$ cat src/rtl/rgb_packer_if.sv
// Output word bus of rgb_packer: packed RGB head word plus eol/eof tags, valid/ready handshake.
// master = packer (drives the word), slave = frame sink (drives ready).
interface rgb_packer_if #(
  parameter int DATA_W = 8
);
  logic [3*DATA_W-1:0] out_rgb;
  logic                out_eol;
  logic                out_eof;
  logic                out_valid;
  logic                out_ready;

  modport master (output out_rgb, out_eol, out_eof, out_valid, input  out_ready);
  modport slave  (input  out_rgb, out_eol, out_eof, out_valid, output out_ready);
endinterface

$ cat src/rtl/rgb_packer.sv
// Packs serial R/G/B samples into {R,G,B} words and buffers them in a small FIFO for the frame sink.
// Optional per-frame pixel counter enabled by defining RGB_PACKER_PIXCNT_EN.
module rgb_packer #(
  parameter int DATA_W     = 8,
  parameter int COLOR_W    = 2,
  parameter int FIFO_DEPTH = 8
) (
  input  logic               clk,
  input  logic               rst,
  input  logic [DATA_W-1:0]  pixel_in,
  input  logic               valid_in,
  input  logic [COLOR_W-1:0] color_in,
  input  logic               last_col_in,
  input  logic               last_pic_in,
  rgb_packer_if.master       ob,
  output logic               frame_done,
  output logic               seq_err,
  output logic               ovf_err,
  input  logic               clear_err,
  output logic [15:0]        frame_pix_cnt
);
  localparam int AW = $clog2(FIFO_DEPTH);
  localparam int EW = 3*DATA_W + 2;
  localparam logic [AW:0] FULL_CNT = (AW+1)'(FIFO_DEPTH);
  localparam logic [COLOR_W-1:0] C_R = COLOR_W'(0);
  localparam logic [COLOR_W-1:0] C_G = COLOR_W'(1);
  localparam logic [COLOR_W-1:0] C_B = COLOR_W'(2);

  typedef enum logic [1:0] {EXP_R, EXP_G, EXP_B} state_e;

  state_e            state_q, state_d;
  logic [DATA_W-1:0] r_q, r_d, g_q, g_d;
  logic [EW-1:0]     mem_q [FIFO_DEPTH];
  logic [EW-1:0]     mem_d [FIFO_DEPTH];
  logic [AW-1:0]     wr_ptr_q, wr_ptr_d, rd_ptr_q, rd_ptr_d;
  logic [AW:0]       cnt_q, cnt_d;
  logic              frame_done_q, frame_done_d;
  logic              seq_err_q, seq_err_d, ovf_err_q, ovf_err_d;
  logic              push_req, push, pop, drop, seq_viol, full;
  logic [EW-1:0]     head;

  // Packing FSM: a wrong tag discards the partial pixel, but an R tag restarts a new pixel.
  always_comb begin
    state_d  = state_q;
    r_d      = r_q;
    g_d      = g_q;
    seq_viol = 1'b0;
    push_req = 1'b0;
    if (valid_in) begin
      case (state_q)
        EXP_R: begin
          if (color_in == C_R) begin
            r_d     = pixel_in;
            state_d = EXP_G;
          end else begin
            seq_viol = 1'b1;
            state_d  = EXP_R;
          end
        end
        EXP_G: begin
          if (color_in == C_G) begin
            g_d     = pixel_in;
            state_d = EXP_B;
          end else if (color_in == C_R) begin
            seq_viol = 1'b1;
            r_d      = pixel_in;
            state_d  = EXP_G;
          end else begin
            seq_viol = 1'b1;
            state_d  = EXP_R;
          end
        end
        EXP_B: begin
          if (color_in == C_B) begin
            push_req = 1'b1;
            state_d  = EXP_R;
          end else if (color_in == C_R) begin
            seq_viol = 1'b1;
            r_d      = pixel_in;
            state_d  = EXP_G;
          end else begin
            seq_viol = 1'b1;
            state_d  = EXP_R;
          end
        end
        default: state_d = EXP_R;
      endcase
    end
  end

  assign head = mem_q[rd_ptr_q];
  assign full = (cnt_q == FULL_CNT);
  assign pop  = (cnt_q != '0) && ob.out_ready;
  // A pop in the same cycle frees the slot, so a full FIFO only drops when nothing leaves.
  assign push = push_req && (!full || pop);
  assign drop = push_req && full && !pop;

  always_comb begin
    mem_d = mem_q;
    if (push) mem_d[wr_ptr_q] = {r_q, g_q, pixel_in, last_col_in | last_pic_in, last_pic_in};
    wr_ptr_d = wr_ptr_q + AW'(push);
    rd_ptr_d = rd_ptr_q + AW'(pop);
    cnt_d    = cnt_q;
    if (push && !pop)      cnt_d = cnt_q + 1'b1;
    else if (!push && pop) cnt_d = cnt_q - 1'b1;
    frame_done_d = pop && head[0];
    seq_err_d    = (seq_err_q && !clear_err) || seq_viol;
    ovf_err_d    = (ovf_err_q && !clear_err) || drop;
  end

  always_ff @(posedge clk) begin
    if (rst) begin
      state_q      <= EXP_R;
      r_q          <= '0;
      g_q          <= '0;
      mem_q        <= '{default: '0};
      wr_ptr_q     <= '0;
      rd_ptr_q     <= '0;
      cnt_q        <= '0;
      frame_done_q <= 1'b0;
      seq_err_q    <= 1'b0;
      ovf_err_q    <= 1'b0;
    end else begin
      state_q      <= state_d;
      r_q          <= r_d;
      g_q          <= g_d;
      mem_q        <= mem_d;
      wr_ptr_q     <= wr_ptr_d;
      rd_ptr_q     <= rd_ptr_d;
      cnt_q        <= cnt_d;
      frame_done_q <= frame_done_d;
      seq_err_q    <= seq_err_d;
      ovf_err_q    <= ovf_err_d;
    end
  end

  assign ob.out_rgb   = head[EW-1:2];
  assign ob.out_eol   = head[1];
  assign ob.out_eof   = head[0];
  assign ob.out_valid = (cnt_q != '0);
  assign frame_done   = frame_done_q;
  assign seq_err      = seq_err_q;
  assign ovf_err      = ovf_err_q;

`ifdef RGB_PACKER_PIXCNT_EN
  logic [15:0] pix_cnt_q, pix_cnt_d, frame_pix_cnt_q, frame_pix_cnt_d, pix_inc;

  // Counts only words that actually enter the FIFO; saturates rather than wrapping.
  always_comb begin
    pix_inc         = (pix_cnt_q == 16'hFFFF) ? pix_cnt_q : pix_cnt_q + 16'd1;
    pix_cnt_d       = pix_cnt_q;
    frame_pix_cnt_d = frame_pix_cnt_q;
    if (push) begin
      if (last_pic_in) begin
        frame_pix_cnt_d = pix_inc;
        pix_cnt_d       = '0;
      end else begin
        pix_cnt_d = pix_inc;
      end
    end
  end

  always_ff @(posedge clk) begin
    if (rst) begin
      pix_cnt_q       <= '0;
      frame_pix_cnt_q <= '0;
    end else begin
      pix_cnt_q       <= pix_cnt_d;
      frame_pix_cnt_q <= frame_pix_cnt_d;
    end
  end

  assign frame_pix_cnt = frame_pix_cnt_q;
`else
  assign frame_pix_cnt = '0;
`endif
endmodule

$ cat src/flat_wrapper.sv
// flat-port wrapper written by rule: the top's interface ports become plain ports
module rgb_packer_flat 
#(
  parameter int DATA_W     = 8,
  parameter int COLOR_W    = 2,
  parameter int FIFO_DEPTH = 8
)
  (clk, rst, pixel_in, valid_in, color_in, last_col_in, last_pic_in, frame_done, seq_err, ovf_err, clear_err, frame_pix_cnt, ob_out_rgb, ob_out_eol, ob_out_eof, ob_out_valid, ob_out_ready);
  rgb_packer_if #(.DATA_W(DATA_W)) ob_i ();
  input  logic clk;
  input  logic rst;
  input  logic [DATA_W-1:0] pixel_in;
  input  logic valid_in;
  input  logic [COLOR_W-1:0] color_in;
  input  logic last_col_in;
  input  logic last_pic_in;
  output logic frame_done;
  output logic seq_err;
  output logic ovf_err;
  input  logic clear_err;
  output logic [15:0] frame_pix_cnt;
  output wire logic [$bits(ob_i.out_rgb)-1:0] ob_out_rgb;
  output wire logic [$bits(ob_i.out_eol)-1:0] ob_out_eol;
  output wire logic [$bits(ob_i.out_eof)-1:0] ob_out_eof;
  output wire logic [$bits(ob_i.out_valid)-1:0] ob_out_valid;
  input wire logic [$bits(ob_i.out_ready)-1:0] ob_out_ready;
  assign ob_out_rgb = ob_i.out_rgb;
  assign ob_out_eol = ob_i.out_eol;
  assign ob_out_eof = ob_i.out_eof;
  assign ob_out_valid = ob_i.out_valid;
  assign ob_i.out_ready = ob_out_ready;
  rgb_packer #(.DATA_W(DATA_W), .COLOR_W(COLOR_W), .FIFO_DEPTH(FIFO_DEPTH)) u_core (.clk(clk), .rst(rst), .pixel_in(pixel_in), .valid_in(valid_in), .color_in(color_in), .last_col_in(last_col_in), .last_pic_in(last_pic_in), .ob(ob_i), .frame_done(frame_done), .seq_err(seq_err), .ovf_err(ovf_err), .clear_err(clear_err), .frame_pix_cnt(frame_pix_cnt));
endmodule
$ cat config.mk
export PLATFORM = sky130hd
export DESIGN_NAME = rgb_packer_flat
export DESIGN_NICKNAME = d
export VERILOG_FILES = /design/src/rtl/rgb_packer_if.sv /design/src/rtl/rgb_packer.sv /design/src/flat_wrapper.sv
export SDC_FILE = /design/constraint.sdc
export NUM_CORES = 1
export LEC_CHECK = 0
export BUFFER_PORTS_ARGS = -buffer_cell sky130_fd_sc_hd__buf_2
export CAP_MARGIN = 5
export CELL_PAD_IN_SITES_DETAIL_PLACEMENT = 1
export CELL_PAD_IN_SITES_GLOBAL_PLACEMENT = 1
export CORE_MARGIN = 5
export CORE_UTILIZATION = 34
export DETAILED_ROUTE_END_ITERATION = 8
export GPL_TIMING_DRIVEN = 1
export PLACE_DENSITY = 0.56
export SLEW_MARGIN = 20
export SYNTH_ARGS = -nofsm -noshare
export SYNTH_HDL_FRONTEND = slang
export SYNTH_SLANG_ARGS = --single-unit
export TNS_END_PERCENT = 1
$ cat constraint.sdc
create_clock -name clk -period 5.8 [get_ports clk]
set_input_delay 0.58 -clock clk [delete_from_list [all_inputs] [get_ports clk]]
set_output_delay 0.58 -clock clk [all_outputs]
set_load 0.03 [all_outputs]
Word level (Yosys, flattened, before mapping)
Cells that the tools add are included.
{ "classes": {"addsub": 4, "order_cmp": 3, "n_eq_ne": 7, "muxes": 24, "bitwise_logic": 3, "n_reduce_logical": 24} }
{ "ops": {"columns": ["cell", "n"], "rows": [
  ["bitwise mux 208 bit", 1],
  ["binary-select mux 26 bit (select 3 bit)", 1],
  ["demux 26 bit (select 3 bit)", 1],
  ["2-to-1 mux 26 bit", 3],
  ["2-to-1 mux 8 bit", 3],
  ["one-hot mux 8 bit (3 select lines)", 1],
  ["logical AND 1 bit", 10],
  ["greater-or-equal comparator 4 bit, second input constant", 2],
  ["2-to-1 mux 1 bit", 8],
  ["2-to-1 mux 4 bit", 2],
  ["NOT 3 -> 4 bit", 2],
  ["adder 3 x 1 -> 3 bit", 2],
  ["one-hot mux 2 bit (3 select lines)", 1],
  ["adder 4 x 1 -> 4 bit, second input constant", 1],
  ["== test 2 x 1 -> 1 bit, second input constant", 2],
  ["== test 2 bit, second input constant", 2],
  ["== test 4 bit, second input constant", 1],
  ["zero test 1 bit", 4],
  ["zero test 2 bit", 2],
  ["< comparator 4 x 1 -> 1 bit, second input constant", 1],
  ["2-to-1 mux 2 bit", 2],
  ["inequality test 2 bit, second input constant", 2],
  ["AND reduction 4 bit", 1],
  ["nonzero test 4 bit", 1],
  ["7 further kinds", 9]
]} }
{ "word_totals": {"reg_bits": 239, "inputBits": 17, "output_inout_bits": 46, "word_cells": 82} }

Logic depth before layout (Yosys ltp)
{ "depth": {"depth_word": 9, "ltp_mapped": 11, "depth_no_buf": 10} }

Worst setup path after synthesis
Ideal clock, no wire load.
{ "synth_timing": {"path_type": "in2reg", "start": "input port color_in[0]", "end": "register u_core.cnt_q[3]", "setup_ns": 0.121, "t_arrival_ns": 2.665, "t_required_ns": 5.679, "slack_ns": 3.014, "stages": 11, "n_path_buf": 1, "path_cell_list": "nand2b_1 -> or3_1 -> buf_2 -> nor2_1 -> ha_1 -> inv_1 -> ha_1 -> a21oi_1 -> a211oi_1 -> a31oi_1 -> mux2_2"} }
{ "synth_via": {"elab_chain_len": 8, "word_cells_on_any_way": 10, "cone_classes": "eq/ne (1); mux (4); reduce/logical (5)"} }
{ "synth_rtl": {"columns": ["element", "line", "rtl"], "rows": [
  ["from (decl)", "flat_wrapper.sv:14", "input logic [COLOR_W-1:0] color_in;"],
  ["== test 2 bit (*)", "rgb_packer.sv:74", "if (color_in == C_B) begin"],
  ["2-to-1 mux 1 bit (*)", "rgb_packer.sv:74", null],
  ["2-to-1 mux 1 bit (*)", "rgb_packer.sv:50", "case (state_q)"],
  ["2-to-1 mux 1 bit (*)", "rgb_packer.sv:49", "if (valid_in) begin"],
  ["logical AND 1 bit (*)", "rgb_packer.sv:95", "assign push = push_req && (!full || pop);"],
  ["zero test 1 bit", "rgb_packer.sv:105", "else if (!push && pop) cnt_d = cnt_q - 1'b1;"],
  ["logical AND 1 bit", "rgb_packer.sv:105", null],
  ["nonzero test 2 bit (no source line)", null, null],
  ["to (signal assigned)", "rgb_packer.sv:130", "cnt_q <= cnt_d;"],
  ["to (decl)", "rgb_packer.sv:36", "logic [AW:0] cnt_q, cnt_d;"]
]} }
Mark *: on every way between the ends. The rest lies on a longest branch, timed or not.
A chain may end at the register's enable or synchronous reset.

Final worst setup path
{ "layout_timing": {"start": "register u_core.rd_ptr_q[0]", "end": "output port ob_out_rgb[15]"} }
{ "layout_via": {"elab_chain_len": 4} }
{ "layout_rtl": {"columns": ["element", "line", "rtl"], "rows": [
  ["from (decl)", "rgb_packer.sv:35", "logic [AW-1:0] wr_ptr_q, wr_ptr_d, rd_ptr_q, rd_ptr_d;"],
  ["from (signal assigned)", "rgb_packer.sv:129", "rd_ptr_q <= rd_ptr_d;"],
  ["NOT 3 -> 4 bit (implied by the code)", "rgb_packer.sv:91", "assign head = mem_q[rd_ptr_q];"],
  ["binary-select mux 26 bit (select 3 bit)", "rgb_packer.sv:91", null],
  ["2-to-1 mux 26 bit (implied by the code) (2 in a row)", "rgb_packer.sv:91", null],
  ["to (decl)", "flat_wrapper.sv:22", "output wire logic [$bits(ob_i.out_rgb)-1:0] ob_out_rgb;"]
]} }
No other way between the ends. The select of a mux whose other input is x is not followed.

==> reports/results.tsv <==
metric	value	unit
status	finished clean	
Gate power share	10.6	%
global-route wire length before repair	44000	um
Worst R2R Start	u_core.cnt_q[0]	
Max stage delay on crit path	0.75	ns
crit path launch type	register	
Commonest cells post-synth	dfxtp_1, nand2b_1, mux2i_1, mux4_2, clkbuf_1	
Core Area	0.0324	mm^2
clock latency on the worst-skew pair	0.53	ns
CP Launch Point	u_core.rd_ptr_q[0]	
Syn Area/Cell	11.3	um^2
synth unique cells	36	
asr flop ratio synth	0	%
antenna cell count	0	
YS warnings	0	
Ports	63	
fmax	286	MHz
antenna-violating nets left	0	
crit end category	output pin	
die width	191	um
Fill cells	3542	
Switching Share	25.8	%
internal power	0.00285	W
post-layout util	38.3	%
unrepaired setup endpoints after global routing	false	
initial antenna violation count	1	
Max Cap Viol	0	
detailed placement HPWL	15700	um
largest net degree at the start of global routing	141	
Simple-Gate Fraction of Synth Area	16.0	%
Tmin final	3.49	ns
Max Clock Skew	0.00974	ns
Gate Count Post-Synth	983	
synth top area cells	dfxtp_1, mux2i_1, nand2b_1, mux4_2, mux2_2	
post-route setup TNS	0	ns
drt initial violations	278	
Post-Syn Area	0.0111	mm^2
Sink Count	239	
Pre-antenna DRT Iters	4	
final instance area	0.0124	mm^2
Die Ht	191	um
clk buf depth	3	
P_sw	0.000990	W
Hold-fix buffers, CTS	0	
Root Driver	clkbuf_16	
CP Max Fanout	30	
routability cong.	0.682	
mux cell area share after synthesis	33.6	%
CTS H-tree lvls	1	
period utilization	60.2	%
CP Cell Sequence	buf_4, mux4_2, mux2_2, buf_2	
largest family of logic cells by synthesized area	multiplexers	
Post-synth top flop	dfxtp_1	
Critical path buffers and inverters	2	
Clk pwr share	43.5	%
synthesized-area fraction occupied by adder cells	0.970	%
vias post-DR	6878	
slowest cell on the critical path	dfxtp_4	
Critical Path AT	2.91	ns
P&R area growth vs syn	11.8	%
port buffer count	46	
CTS resizes	0	
clock-pin slew on the worst setup and hold paths	0.06	ns
CTS tree	built	
measured slew at the worst slew-check pin	1.04	ns
Cell Rows	66	
total CTS buffers	28	
Critical Path RT	5.22	ns
vias per cell	4.79	
CP Class	reg2out	
Cell Area, Placed	0.0115	mm^2
gr ovfl total	0	
Fin. Hold Viols	0	
share of layout cells above drive strength 1	19.1	%
final WL	27800	um
Pwr Total	0.00384	W
PwrDens	310	mW/mm^2
cell class contributing the biggest share of worst-path delay	multiplexers	
Post-CTS Setup Bufs	0	
Hold Crit Class	in2reg	
DR WL/cell	19.4	um
area of the die	0.0363	mm^2
Synth Area in XOR/XNOR	0.316	%
peak supply drop	273	uV
FF/Latch Area	0.00479	mm^2
Initial Utilization	34.3	%
Worst slew margin	30.8	%
Total GRT Usage	15.3	%
Final Max Slew Viols	0	
nets	1000	
largest area contributor in the netlist	dfxtp_1	
complex-gate fraction of the synthesized area	0.677	%
leak pwr	4.98	nW
DRC viols	0	
vias in the first global route	7476	
synthesized flop and latch total	239	
footprint of the multi-input gates	0.00582	mm^2
register share of total power	45.9	%
Worst Hold Launch	clear_err	
Yosys top cell area share	43.1	%
Final Setup Violations	0	
Seq/Total Area, Yosys	43.1	%
Post-synth EDFFs	0	
per-layer routing:
metal	GRT usage (%)	wire (um)
met2	26.2	13300
met3	2.36	859
met4	2.79	370
met5	0	13
met1	20.8	13300
placed cells by master (no fill, tap or decap), drive strengths merged, types with 2 or more instances in the layout:
| cell | synthesis | routed |
|---|---|---|
| nand2b | 239 | 239 |
| dfxtp | 239 | 239 |
| mux2i | 225 | 225 |
| buf | 72 | 61 |
| mux4 | 52 | 52 |
| clkbuf | 42 | 43 |
| nor2 | 28 | 28 |
| mux2 | 27 | 27 |
| conb | 1 | 16 |
| a21oi | 8 | 8 |
| nor2b | 7 | 7 |
| ha | 7 | 7 |
| inv | 5 | 5 |
| nand2 | 5 | 5 |
| clkinv | 0 | 5 |
| nor4b | 3 | 3 |
| xnor2 | 3 | 3 |
| nor4 | 2 | 2 |
| nor3 | 2 | 2 |
| nand4 | 2 | 2 |
per-stage QoR:
step / instances / setup WS (ns) / hold slack (ns)
final: 1435 / 2.31 / 0.318
after global routing: 1435 / 2.14 / 0.325
after CTS: 1435 / 2.21 / 0.291
after detailed placement: 1387 / 2.64 / 0.462
after global placement: 1386 / 2.65 / 0.455
after floorplan: 998 / 3.01 / 0.445
area by class of cell:
class / instances / share of cell area [%]
clock inverters: 5 / 0.202
multi-input cells: 640 / 46.9
inverters: 5 / 0.151
repair buffers: 61 / 2.84
flip-flops and latches: 239 / 38.6
well taps: 442 / 4.46
clock buffers: 43 / 6.84
worst min-delay path, delay by kind of cell:
kind / cells / cell delay (ns)
and+or+nand+nor: 1 / 0.09
buffers and inverters: 1 / 0.08
AOI/OAI and AO/OA: 1 / 0.05
worst paths after layout:
path / endpoint / slack [ns] / cells after the start
worst max register to register: u_core.cnt_q[3] / 2.91 / 10
worst max-delay path: ob_out_rgb[15] / 2.31 / 4
worst min-delay path: u_core.seq_err / 0.32 / 3
worst min register to register: u_core.mem_q[164] / 0.47 / 2
registers in the layout, summed over array words and instances, names as in the netlist:
register / cells
u_core.seq_err: 1
u_core.frame_done: 1
u_core.rd_ptr_q: 3
u_core.mem_q: 208
u_core.g_q: 8
u_core.ovf_err: 1
u_core.cnt_q: 4
u_core.wr_ptr_q: 3
u_core.r_q: 8
u_core.state_q: 2
logic make-up after synthesis:
group           Yosys count
other cells               1
flops                   239
compound gates           13
simple gates            295
fa+ha+maj                 8
mux                     304
buf+inv                 119
xor+xnor                  4
power groups by stage:
stage,sequential (W),clock [W],combinational [W]
6_report,0.00176,0.00167,0.000407
5_1_grt,0.00178,0.00180,0.000443
4_1_cts,0.00177,0.00174,0.000419
3_5_place_dp,0.00180,0,0.000417
3_3_place_gp,0.00180,0,0.000410
2_1_floorplan,0.00172,0,0.000388
Power figures use the tool's default switching activity.
